File: config.mk
export PLATFORM = sky130hd
export DESIGN_NAME = timer_sequencer
export DESIGN_NICKNAME = d
export VERILOG_FILES = /design/src/rtl/timer_sequencer.sv
export SDC_FILE = /design/constraint.sdc
export NUM_CORES = 1
export LEC_CHECK = 0
export BUFFER_PORTS_ARGS = -buffer_cell sky130_fd_sc_hd__buf_2
export CORE_ASPECT_RATIO = 0.75
export CORE_MARGIN = 4
export CORE_UTILIZATION = 40
export CTS_BUF_LIST = sky130_fd_sc_hd__clkbuf_8
export CTS_CLUSTER_DIAMETER = 50
export CTS_CLUSTER_SIZE = 10
export DETAILED_ROUTE_END_ITERATION = 10
export GPL_TIMING_DRIVEN = 0
export SLEW_MARGIN = 30
export SYNTH_ARGS = -nofsm -noshare
export SYNTH_HDL_FRONTEND = slang
export SYNTH_SLANG_ARGS = --single-unit
File: constraint.sdc
create_clock -name clk -period 5.35 [get_ports clk]
set_input_delay 0.2675 -clock clk [delete_from_list [all_inputs] [get_ports clk]]
set_output_delay 0.2675 -clock clk [all_outputs]
set_load 0.01 [all_outputs]
File: src/rtl/timer_sequencer.sv
// Timer sequencer: runs a 4-deep queue of presets through the timer device.
// Ports: clk, reset (async low), CPU bus Addr/WE/DataIn/DataOut, timer bus T_*, IRQ.
module timer_sequencer (
  input  logic        clk,
  input  logic        reset,
  input  logic [31:0] Addr,
  input  logic        WE,
  input  logic [31:0] DataIn,
  output logic [31:0] DataOut,
  output logic [31:0] T_Addr,
  output logic        T_WE,
  output logic [31:0] T_DataIn,
  input  logic [31:0] T_DataOut,
  input  logic        T_IRQ,
  output logic        IRQ
);

  localparam logic [31:0] A_CTRL   = 32'h0000_7f20;
  localparam logic [31:0] A_QUEUE  = 32'h0000_7f24;
  localparam logic [31:0] A_STATUS = 32'h0000_7f28;
  localparam logic [31:0] A_LIVE   = 32'h0000_7f2c;
  localparam logic [31:0] T_CTRL   = 32'h0000_7f10;
  localparam logic [31:0] T_PRESET = 32'h0000_7f14;
  localparam logic [31:0] T_COUNT  = 32'h0000_7f18;

  typedef enum logic [2:0] {
    S_IDLE, S_POP, S_WR_PRE, S_WR_CTL, S_WAIT, S_DISARM
  } state_t;

  state_t      state;
  logic [31:0] fifo [4];
  logic [1:0]  rd_ptr;
  logic [1:0]  wr_ptr;
  logic [2:0]  cnt;
  logic [31:0] cur;
  logic        run;
  logic        loop;
  logic        ie;
  logic        done;
  logic        ovf;
  logic        fin;

  logic        wr_ctrl;
  logic        wr_queue;
  logic        wr_status;
  logic        pop;
  logic        repush;
  logic        rp_ok;
  logic        cpu_ok;
  logic        ovf_set;
  logic        done_set;
  logic [2:0]  cnt_a;
  logic [2:0]  cnt_b;
  logic [1:0]  cpu_slot;
  logic        busy;

  assign wr_ctrl   = WE && (Addr == A_CTRL);
  assign wr_queue  = WE && (Addr == A_QUEUE);
  assign wr_status = WE && (Addr == A_STATUS);
  assign busy      = (state != S_IDLE);

  // Occupancy is resolved in order: pop, then re-push, then CPU push.
  // Each push only lands if the running count has a free slot.
  assign pop      = (state == S_POP);
  assign repush   = (state == S_DISARM) && fin && loop;
  assign done_set = (state == S_DISARM) && fin;
  assign cnt_a    = cnt - {2'b0, pop};
  assign rp_ok    = repush && (cnt_a != 3'd4);
  assign cnt_b    = cnt_a + {2'b0, rp_ok};
  assign cpu_ok   = wr_queue && (cnt_b != 3'd4);
  assign ovf_set  = (repush && !rp_ok) || (wr_queue && !cpu_ok);
  assign cpu_slot = wr_ptr + {1'b0, rp_ok};

  always_ff @(posedge clk or negedge reset) begin
    if (!reset) begin
      state  <= S_IDLE;
      cnt    <= '0;
      rd_ptr <= '0;
      wr_ptr <= '0;
      cur    <= '0;
      run    <= 1'b0;
      loop   <= 1'b0;
      ie     <= 1'b0;
      done   <= 1'b0;
      ovf    <= 1'b0;
      fin    <= 1'b0;
      for (int i = 0; i < 4; i++) fifo[i] <= '0;
    end else begin
      if (wr_ctrl) {ie, loop, run} <= DataIn[2:0];
      // Set beats a same-cycle CPU clear.
      if (ovf_set) ovf <= 1'b1;
      else if (wr_status) ovf <= 1'b0;
      if (done_set) done <= 1'b1;
      else if (wr_status) done <= 1'b0;
      if (rp_ok) fifo[wr_ptr] <= cur;
      if (cpu_ok) fifo[cpu_slot] <= DataIn;
      rd_ptr <= rd_ptr + {1'b0, pop};
      wr_ptr <= wr_ptr + {1'b0, rp_ok} + {1'b0, cpu_ok};
      cnt    <= cnt_b + {2'b0, cpu_ok};
      unique case (state)
        S_IDLE:   if (run && cnt != 3'd0) state <= S_POP;
        S_POP: begin
          cur   <= fifo[rd_ptr];
          state <= S_WR_PRE;
        end
        S_WR_PRE: state <= S_WR_CTL;
        S_WR_CTL: state <= S_WAIT;
        S_WAIT: begin
          if (T_IRQ) begin
            fin   <= 1'b1;
            state <= S_DISARM;
          end else if (!run) begin
            fin   <= 1'b0;
            state <= S_DISARM;
          end
        end
        S_DISARM: state <= S_IDLE;
        default:  state <= S_IDLE;
      endcase
    end
  end

  always_comb begin
    T_WE     = 1'b0;
    T_Addr   = T_COUNT;
    T_DataIn = '0;
    unique case (state)
      S_WR_PRE: begin
        T_WE     = 1'b1;
        T_Addr   = T_PRESET;
        T_DataIn = cur;
      end
      S_WR_CTL: begin
        T_WE     = 1'b1;
        T_Addr   = T_CTRL;
        T_DataIn = 32'h0000_0009;
      end
      S_DISARM: begin
        T_WE     = 1'b1;
        T_Addr   = T_CTRL;
      end
      default: ;
    endcase
  end

  always_comb begin
    DataOut = '0;
    unique case (1'b1)
      (Addr == A_CTRL):   DataOut = {29'b0, ie, loop, run};
      (Addr == A_STATUS): DataOut = {24'b0, ovf, done, busy, 2'b0, cnt};
      (Addr == A_LIVE):   DataOut = T_DataOut;
      default:            DataOut = '0;
    endcase
  end

  assign IRQ = done & ie;

endmodule

==> results.sh, run 1 <==
export IMPL_synth_area_per_cell_um2=13.7
export IMPL_async_flop_share_pct=100
export IMPL_path_max_fanout=11
export IMPL_rows=50
export IMPL_fin_crit_ns=4.78
export IMPL_start_kind="flip-flop"
export IMPL_start_util_pct=40.9
export IMPL_vias=6541
export IMPL_slew_headroom_pct=36.2
export IMPL_cellLeakagePower_nw=6.44
export IMPL_synth_xor_area_share_pct=0.598
export IMPL_first_global_vias=6923
export IMPL_clockBufferDepth=2
export IMPL_pwr_share_seq_pct=46.6
export IMPL_drc=0
export IMPL_grt_pass1_wl_um=41100
export IMPL_p_per_area_nw_per_um2=240
export IMPL_skew_ns=0.0160
export IMPL_yosysWarnings=0
export IMPL_p_sw_w=0.000891
export IMPL_ys_ff_latch=176
export IMPL_finalMaxSlewViolations=0
export IMPL_cp_required_ns=5.71
export IMPL_grt_use_total_pct=18.9
export IMPL_r2r_end="fifo[97]"
export IMPL_yosys_area_share_simple_pct=7.13
export IMPL_yosysMostFrequentCell="mux2_2"
export IMPL_yosysTopAreaCellShare_pct=43.0
export IMPL_cap_violations=0
export IMPL_drt_first_pass_iters=6
export IMPL_synthTopCellsByArea="dfrtp_1 (43%), mux2_2 (25%), mux2_4 (8.8%)"
export IMPL_grt_ovfl_total=0
export IMPL_finalHoldViolCount=0
export IMPL_fmax_ghz=0.209
export IMPL_endpoint_kind="flip-flop"
export IMPL_whs_endpoint="fin"
export IMPL_path_clk_slew_ns=0.09
export IMPL_p_clk_share_pct=34.3
export IMPL_fin_crit_sh_pct=89.4
export IMPL_p_total_w=0.00292
export IMPL_status="complete, no violations"
export IMPL_cts_resized=0
export IMPL_yosys_most_used_dff="dfrtp_1"
export IMPL_min_from="T_IRQ"
export IMPL_drt_total_wl_um=26400
export IMPL_htree_levels=4
export IMPL_post_dp_hpwl_um=18400
export IMPL_syn_cell_area_um2=10300
export IMPL_drtIter0Drc=245
export IMPL_viasPerCell=4.96
export IMPL_core_um2=25100
export IMPL_yosysUniqueCellTypes=45
export IMPL_synth_mux_area_share_pct=41.7
export IMPL_synth_compound_area_share_pct=1.21
export IMPL_ff2ff_path_depth=13
export IMPL_swShare_pct=30.6
export IMPL_synthTopCellsByCount="mux2_2 (228), dfrtp_1 (176), mux2_4 (60)"
export IMPL_finalSetupViolations=0
export IMPL_die_area_um2=28300
export IMPL_cts_root_buf="clkbuf_8"
export IMPL_netlist_instances=748
export IMPL_synth_edf_count=0
export IMPL_p_int_w=0.00202
export IMPL_insertion_delay_ns=0.47
export IMPL_rsz0062_at_grt="no"
export IMPL_die_w_um=193
export IMPL_wl_per_cell_um=20.0
export IMPL_peakVddDrop_mv=0.200
export IMPL_gp_congestion=0.766
export IMPL_synth_fa_ha_area_share_pct=0.854
export IMPL_nets=1073
export IMPL_stdcell_area_um2=12100
export IMPL_fin_tns_setup_ns=0
export IMPL_whs_ns=0.0374
export IMPL_combPwrFrac_pct=19.1
export IMPL_r2r_slack_ns=0.57
export IMPL_r2r_start="state[0]"
export IMPL_fillCellCount=2292
export IMPL_ioPinCount=198
export IMPL_ys_seq_area_share_pct=43.0
export IMPL_layout_drive_gt1_share_pct=58.9
export IMPL_grt_max_degree=81
export IMPL_worstHoldPathCells=2
export IMPL_ant_nets=0
export IMPL_postCtsHoldBufs=1
export IMPL_die_height_um=147
export IMPL_arrival_ns=5.14
export IMPL_critPathKind="reg2reg"
export IMPL_synth_top_family_by_area="multiplexers"
export IMPL_dpl_cell_area_um2=11700
export IMPL_cts_sinks=176
export IMPL_postCtsSetupBuffers=0
export IMPL_cts_buffers=17
export IMPL_yosysTopAreaCell="dfrtp_1"
export IMPL_portBuffers=167
export IMPL_antenna_found_initial=1
export IMPL_cts_tree="yes"
export IMPL_area_growth_pct=18.3
export IMPL_worst_hold_path_type="in2reg"
export IMPL_worst_pin_slew_ns=0.956
==> worst max-delay path, stage by stage, from the launching register on <==
cell and delay [ns]:
dfrtp_1 0.34, buf_2 0.19, nor3b_2 0.55, clkbuf_1 0.67, ha_1 0.28, ha_1 0.15
xor2_1 0.13, a311oi_2 0.50, ha_1 0.37, or3_1 0.37, or3_1 0.31, clkbuf_1 0.19
buf_2 0.28, mux2_1 0.35
==> layout make-up <==
class                           instances  area, µm²  share of cell area, %
Antenna cell                            2       5.00                 0.0412
Buffer                                 79        536                   4.41
Clock buffer                           18        248                   2.04
Clock inverter                         14        165                   1.36
Inverter                                9       33.8                  0.278
Multi-Input combinational cell        512       5390                   44.5
Sequential cell                       176       4400                   36.3
Tap cell                              338        423                   3.49
Timing Repair Buffer                  171        925                   7.62
==> layout by cell type (no fill, tap or decap), types with 3 or more instances in the layout <==
cell,Yosys,final
buf_2,8,176
clkinvlp_4,0,5
buf_4,30,30
nand3b_1,3,3
clkbuf_8,0,19
dfrtp_1,176,176
or3_1,5,5
mux2_1,3,3
o21ai_0,4,4
mux2_2,228,228
clkinv_2,0,4
conb_1,2,30
buf_12,6,6
nand2_1,7,7
a21oi_1,5,5
nor4_1,4,4
mux2i_1,5,5
mux2_4,60,60
bufinv_16,0,3
nor2b_1,3,3
buf_1,9,7
or4_1,3,3
nand4b_1,3,3
xor2_1,3,3
nor2_1,20,20
mux4_2,32,32
ha_1,7,7
clkbuf_1,24,23
xnor2_1,4,4
a21o_1,3,3
and2_1,58,58
inv_1,9,9
==> through the flow <==
stage | setup WS, ns | std cells | utilization (%)
after floorplan | 1.33 | 776 | -
after global placement | 0.134 | 1281 | 46.3
after detailed placement | 0.467 | 1283 | 46.6
after CTS | 0.449 | 1316 | 48.3
after global routing | 0.273 | 1317 | 48.3
final | 0.568 | 1319 | 48.4
==> sequential cells by signal, indices dropped and copies added, names as in the netlist, 2 cells and up <==
register,count
cnt,3
cur,32
fifo,128
rd_ptr,2
state,3
wr_ptr,2
==> cells by family (layout without fill, tap and decap cells) <==
kind of cell	Yosys count	after routing
muxes	328	328
DFF	176	176
and+or+nand+nor	123	123
buffers and inverters	88	291
AOI/OAI and AO/OA	17	17
adders and majority gates	7	7
xor gates and xnor gates	7	7
other	2	32
==> power groups by stage <==
stage	Clock, W	Sequential, W	Combinational (W)
3_5_place_dp	0	0.00138	0.000559
5_1_grt	0.00108	0.00136	0.000606
3_3_place_gp	0	0.00138	0.000549
4_1_cts	0.00102	0.00136	0.000561
6_report	0.000999	0.00136	0.000558
2_1_floorplan	0	0.00138	0.000319
==> metal layers <==
layer / routed length, µm / track usage (%) / part of all wire [%] / vias up
li1: - / - / - / 3105
met1: 13300 / 29.0 / 50 / 3315
met2: 12000 / 28.3 / 45 / 105
met3: 1020 / 2.99 / 3.8 / 14
met4: 167 / 3.60 / 0.63 / 2
met5: 7 / 0 / 0.026 / -
==> worst max path at each step <==
stage,start,endpoint,slack [ns]
floorplan,state[0],fifo[96],1.33
global placement,state[0],fifo[63],0.13
detailed placement,state[0],fifo[63],0.47
CTS,state[0],fifo[63],0.45
global route,state[0],fifo[96],0.27
finish,state[0],fifo[97],0.57
Note: power is estimated with default switching activity, not from simulation.
==> run 2: changes to the inputs <==
BUFFER_PORTS_ARGS = not set   (was -buffer_cell sky130_fd_sc_hd__buf_2)
CELL_PAD_IN_SITES_DETAIL_PLACEMENT = 0   (was not set)
CELL_PAD_IN_SITES_GLOBAL_PLACEMENT = 2   (was not set)
CTS_CLUSTER_DIAMETER = 80   (was 50)
DONT_BUFFER_PORTS = 1   (was not set)
PLACE_DENSITY_LB_ADDON = 0.1   (was not set)
==> results.sh, run 2 (synthesis results as in run 1) <==
export IMPL_skew_ns=0.0159
export IMPL_fin_util_pct=46.2
export IMPL_rows=50
export IMPL_rsz0062_at_grt="no"
export IMPL_layout_drive_gt1_share_pct=48.7
export IMPL_fin_crit_ns=4.89
export IMPL_nets=938
export IMPL_stdcell_area_um2=11600
export IMPL_cts_root_buf="clkbuf_8"
export IMPL_viasPerCell=5.18
export IMPL_drt_total_wl_um=26600
export IMPL_start_util_pct=40.9
export IMPL_gp_congestion=0.765
export IMPL_p_per_area_nw_per_um2=245
export IMPL_path_max_fanout=11
export IMPL_ant_nets=0
export IMPL_htree_levels=4
export IMPL_largest_register="fifo"
export IMPL_cellLeakagePower_nw=5.79
export IMPL_grt_max_degree=177
export IMPL_drtIter0Drc=263
export IMPL_drt_first_pass_iters=4
export IMPL_clockBufferDepth=2
export IMPL_core_um2=25100
export IMPL_area_growth_pct=13.1
export IMPL_slew_headroom_pct=33.4
export IMPL_cts_tree="yes"
export IMPL_peakVddDrop_mv=0.204
export IMPL_finalHoldViolCount=0
export IMPL_grt_ovfl_total=0
export IMPL_grt_pass1_wl_um=40600
export IMPL_fmax_ghz=0.204
export IMPL_insertion_delay_ns=0.49
export IMPL_grt_use_total_pct=18.9
export IMPL_path_clk_slew_ns=0.10
export IMPL_cts_buffers=17
export IMPL_cts_sinks=176
export IMPL_fin_crit_sh_pct=91.4
export IMPL_post_dp_hpwl_um=17900
export IMPL_die_area_um2=28300
export IMPL_portBuffers=0
export IMPL_wl_per_cell_um=22.5
export IMPL_endpoint_kind="flip-flop"
export IMPL_ioPinCount=198
export IMPL_finalMaxSlewViolations=0
export IMPL_largest_register_ffs=128
export IMPL_cp_required_ns=5.73
export IMPL_worst_pin_slew_ns=0.999
export IMPL_post_place_ws_ns=0.351
export IMPL_p_total_w=0.00284
export IMPL_mostFrequentLayoutCells="mux2_2 (228), dfrtp_1 (176), mux2_4 (60)"
export IMPL_status="complete, no violations"
export IMPL_worst_hold_path_type="in2reg"
export IMPL_drc=0
export IMPL_crit_slowest_cell="clkbuf_1"
export IMPL_vias=6130
export IMPL_arrival_ns=5.27
export IMPL_dpl_cell_area_um2=10800
export IMPL_max_stage_delay_ns=0.71
export IMPL_crit_chain="buf_2 -> nor3b_2 -> clkbuf_1 -> ha_1 -> ha_1 -> xor2_1 -> a311oi_2 -> ha_1 -> or3_1 -> or3_1 -> clkbuf_1 -> buf_2 -> mux2_1"
export IMPL_first_global_vias=6653
export IMPL_cp_num_buf_inv=4
export IMPL_cap_violations=0
export IMPL_antenna_found_initial=2
export IMPL_start_kind="flip-flop"
export IMPL_finalSetupViolations=0
export IMPL_critPathKind="reg2reg"
export IMPL_fin_ws_ns=0.459
export IMPL_layout_commonest_cell="mux2_2"
export IMPL_crit_path_frequent_cell="ha_1"
export IMPL_cts_resized=0
export IMPL_die_height_um=147
export IMPL_top_regs="fifo (128), cur (32)"
export IMPL_cpLargestDelayFamily="buffers and inverters"
export IMPL_die_w_um=193
[run 2: cell types whose count changed in the layout (fill, tap and decap cells not counted), sizes merged]
cell	previous run	this run
clkinv	5	4
dlygate4sd3	1	34
bufinv	3	1
clkinvlp	5	4
diode	2	1
clkbuf	43	42
buf	224	57
inv	10	14
[run 2: cell type report]
cell class                 count  area (µm²)
clock buffer                  18         248
antenna                        1        2.50
sequential                   176        4400
buffer                        79         538
inverter                       9        33.8
tap                          338         423
multi-input combinational    512        5390
timing repair buffer          36         395
fill                        2259       13500
clock inverter                14         154
[run 2: routing by layer]
layer  GRT usage (%)  wire length, µm  vias to the layer above
met1            26.8            12400                     3190
li1                -                -                     2824
met5               0                7                        -
met4            3.53              171                        2
met3            4.04             1100                       14
met2            30.3            12900                      100
[run 2: what timing repair did]
item,4_1_cts,5_1_grt
hold buffers,35,0
endpoints found under the setup margin,0,0
buffers inserted,0,0
endpoints found under the hold margin,308,0
[run 2: worst paths after layout]
path | start | endpoint | slack [ns] | cells after the start
max | state[0] | fifo[63] | 0.46 | 13
min | T_IRQ | state[0] | 0.04 | 2
max reg2reg | state[0] | fifo[63] | 0.46 | 13
min reg2reg | done | done | 0.52 | 1
max in group asynchronous | reset | cur[22] | 4.14 | 3
min in group asynchronous | reset | fifo[69] | 0.31 | 2
[run 2: power by group]
part / leakage [nW] / internal [W] / total [W] / switching, W
sequential: 2.43 / 0.00135 / 0.00136 / 0.0000129
combinational: 3.17 / 0.000186 / 0.000531 / 0.000345
clock: 0.191 / 0.000398 / 0.000950 / 0.000552
total: 5.79 / 0.00193 / 0.00284 / 0.000910
[run 2: metrics by stage]
| step | TNS [ns] | instances | hold slack (ns) |
|---|---|---|---|
| floorplan | 0 | 776 | -0.0281 |
| global placement | -6.63 | 1114 | -0.0212 |
| detailed placement | 0 | 1114 | -0.0206 |
| CTS | 0 | 1181 | 0.0130 |
| global route | 0 | 1183 | 0.0323 |
| finish | 0 | 1183 | 0.0414 |
==> run 3: changes to the inputs <==
CORE_ASPECT_RATIO = not set   (was 0.75)
MAX_ROUTING_LAYER = met4   (was not set)
==> results.sh, run 3 (synthesis results as in run 1) <==
export IMPL_grt_use_total_pct=19.1
export IMPL_cellLeakagePower_nw=5.80
export IMPL_die_w_um=168
export IMPL_r2r_slack_ns=0.45
export IMPL_gp_congestion=0.750
export IMPL_grt_ovfl_total=0
export IMPL_finalMaxSlewViolations=0
export IMPL_ff2ff_path_depth=13
export IMPL_peakVddDrop_mv=0.131
export IMPL_rows=58
export IMPL_cts_buffers=17
export IMPL_antenna_found_initial=1
export IMPL_mostFrequentLayoutCells="mux2_2 (228), dfrtp_1 (176), mux2_4 (60)"
export IMPL_skew_ns=0.0194
export IMPL_die_area_um2=28300
export IMPL_cts_tree="yes"
export IMPL_first_global_vias=6708
export IMPL_post_place_cells=1107
export IMPL_fin_crit_ns=4.90
export IMPL_cap_violations=0
export IMPL_ioPinCount=198
export IMPL_multi_input_area_um2=5390
export IMPL_top_regs="fifo (128), cur (32)"
export IMPL_crit_path_frequent_cell="ha_1"
export IMPL_post_dp_hpwl_um=17500
export IMPL_grt_max_degree=177
export IMPL_largest_register_ffs=128
export IMPL_whs_ns=0.0449
export IMPL_status="complete, no violations"
export IMPL_layout_drive_gt1_share_pct=48.4
export IMPL_arrival_ns=5.23
export IMPL_cts_sinks=176
export IMPL_register_area_um2=4400
export IMPL_largest_register="fifo"
export IMPL_cp_required_ns=5.68
export IMPL_layout_commonest_cell="mux2_2"
export IMPL_die_height_um=168
export IMPL_final_cells=1176
export IMPL_cts_root_buf="clkbuf_8"
export IMPL_path_max_fanout=11
export IMPL_htree_levels=4
export IMPL_r2r_start="state[0]"
export IMPL_path_clk_slew_ns=0.09
export IMPL_worstHoldPathCells=2
export IMPL_max_stage_delay_ns=0.67
export IMPL_drt_first_pass_iters=4
export IMPL_start_util_pct=40.7
export IMPL_slew_headroom_pct=34.4
export IMPL_drc=0
export IMPL_fin_crit_sh_pct=91.6
export IMPL_vias=6132
export IMPL_core_um2=25200
export IMPL_drt_total_wl_um=26300
export IMPL_worst_pin_slew_ns=0.984
export IMPL_wl_per_cell_um=22.4
export IMPL_drtIter0Drc=335
export IMPL_finalHoldViolCount=0
export IMPL_r2r_end="fifo[97]"
export IMPL_p_total_w=0.00280
export IMPL_nets=939
export IMPL_grt_pass1_wl_um=40300
export IMPL_critPathKind="reg2reg"
export IMPL_fillCellCount=2262
export IMPL_endpoint_kind="flip-flop"
export IMPL_finalSetupViolations=0
export IMPL_whs_endpoint="state[0]"
export IMPL_portBuffers=0
export IMPL_crit_chain="buf_2 -> nor3b_2 -> clkbuf_1 -> ha_1 -> ha_1 -> xor2_1 -> a311oi_2 -> ha_1 -> or3_1 -> or3_1 -> clkbuf_1 -> buf_2 -> mux2_1"
export IMPL_viasPerCell=5.21
export IMPL_rsz0062_at_grt="no"
export IMPL_fmax_ghz=0.204
export IMPL_p_per_area_nw_per_um2=242
export IMPL_clockBufferDepth=2
export IMPL_postCtsSetupBuffers=0
export IMPL_start_kind="flip-flop"
export IMPL_ant_nets=0
export IMPL_worst_hold_path_type="in2reg"
export IMPL_crit_slowest_cell="clkbuf_1"
export IMPL_area_growth_pct=12.8
export IMPL_insertion_delay_ns=0.46
export IMPL_min_from="T_IRQ"
==> run 3: cell types whose count changed in the layout (fill, tap and decap cells not counted), sizes merged <==
cell	before	now
inv	14	12
buf	57	58
bufinv	1	0
clkinvlp	4	3
clkbuf	42	46
==> run 3: routing by layer <==
metal	GRT usage [%]	vias to the layer above	routed length [µm]
met5	-	-	0
met4	3.32	0	183
met3	2.84	14	921
met2	32.2	129	13600
met1	25.0	3173	11600
li1	-	2816	-
==> run 3: critical path: cells and delay by family (launching register included) <==
family          cells  cell delay (ns)
mux                 1             0.35
compound gates      1             0.23
buf+inv             4             1.36
flops               1             0.34
fa+ha+maj           3             0.80
xor+xnor            1             0.37
simple gates        3             1.30
==> run 3: through the flow <==
step / area, µm² / util (%) / setup TNS [ns] / setup slack, ns
2_1_floorplan: 10400 / - / 0 / 1.33
3_3_place_gp: 10800 / 42.8 / -1.24 / -0.0621
3_5_place_dp: 10800 / 42.9 / 0 / 0.344
4_1_cts: 11500 / 45.8 / 0 / 0.306
5_1_grt: 11600 / 45.9 / 0 / 0.0690
6_report: 11600 / 46.0 / 0 / 0.451
==> run 3: repair_timing <==
action	4_1_cts	5_1_grt
hold buffers	35	0
endpoints found under the hold margin	308	0
gates resized for setup	0	0
==> run 3: final cells by class <==
cell class,count,share of cell area [%]
clock buffers,22,2.62
inverters,9,0.292
multi-input cells,512,46.6
diodes,1,0.0216
well taps,330,3.57
flip-flops and latches,176,38.1
plain buffers,79,4.63
clock inverters,10,0.681
repair buffers,37,3.51
==> run 3: worst max-delay path by stage <==
stage	startpoint	end	slack [ns]	cells past startpoint
finish	state[0]	fifo[97]	0.45	13
global route	state[0]	fifo[97]	0.07	13
global placement	state[0]	fifo[96]	-0.06	13
floorplan	state[0]	fifo[96]	1.33	13
CTS	state[0]	fifo[97]	0.31	13
detailed placement	state[0]	fifo[97]	0.34	13
==> run 3: power breakdown <==
part	total [W]	internal, W	switching (W)
clock network	0.000905	0.000389	0.000516
logic	0.000536	0.000191	0.000345
registers	0.00136	0.00135	0.0000125
total	0.00280	0.00193	0.000873
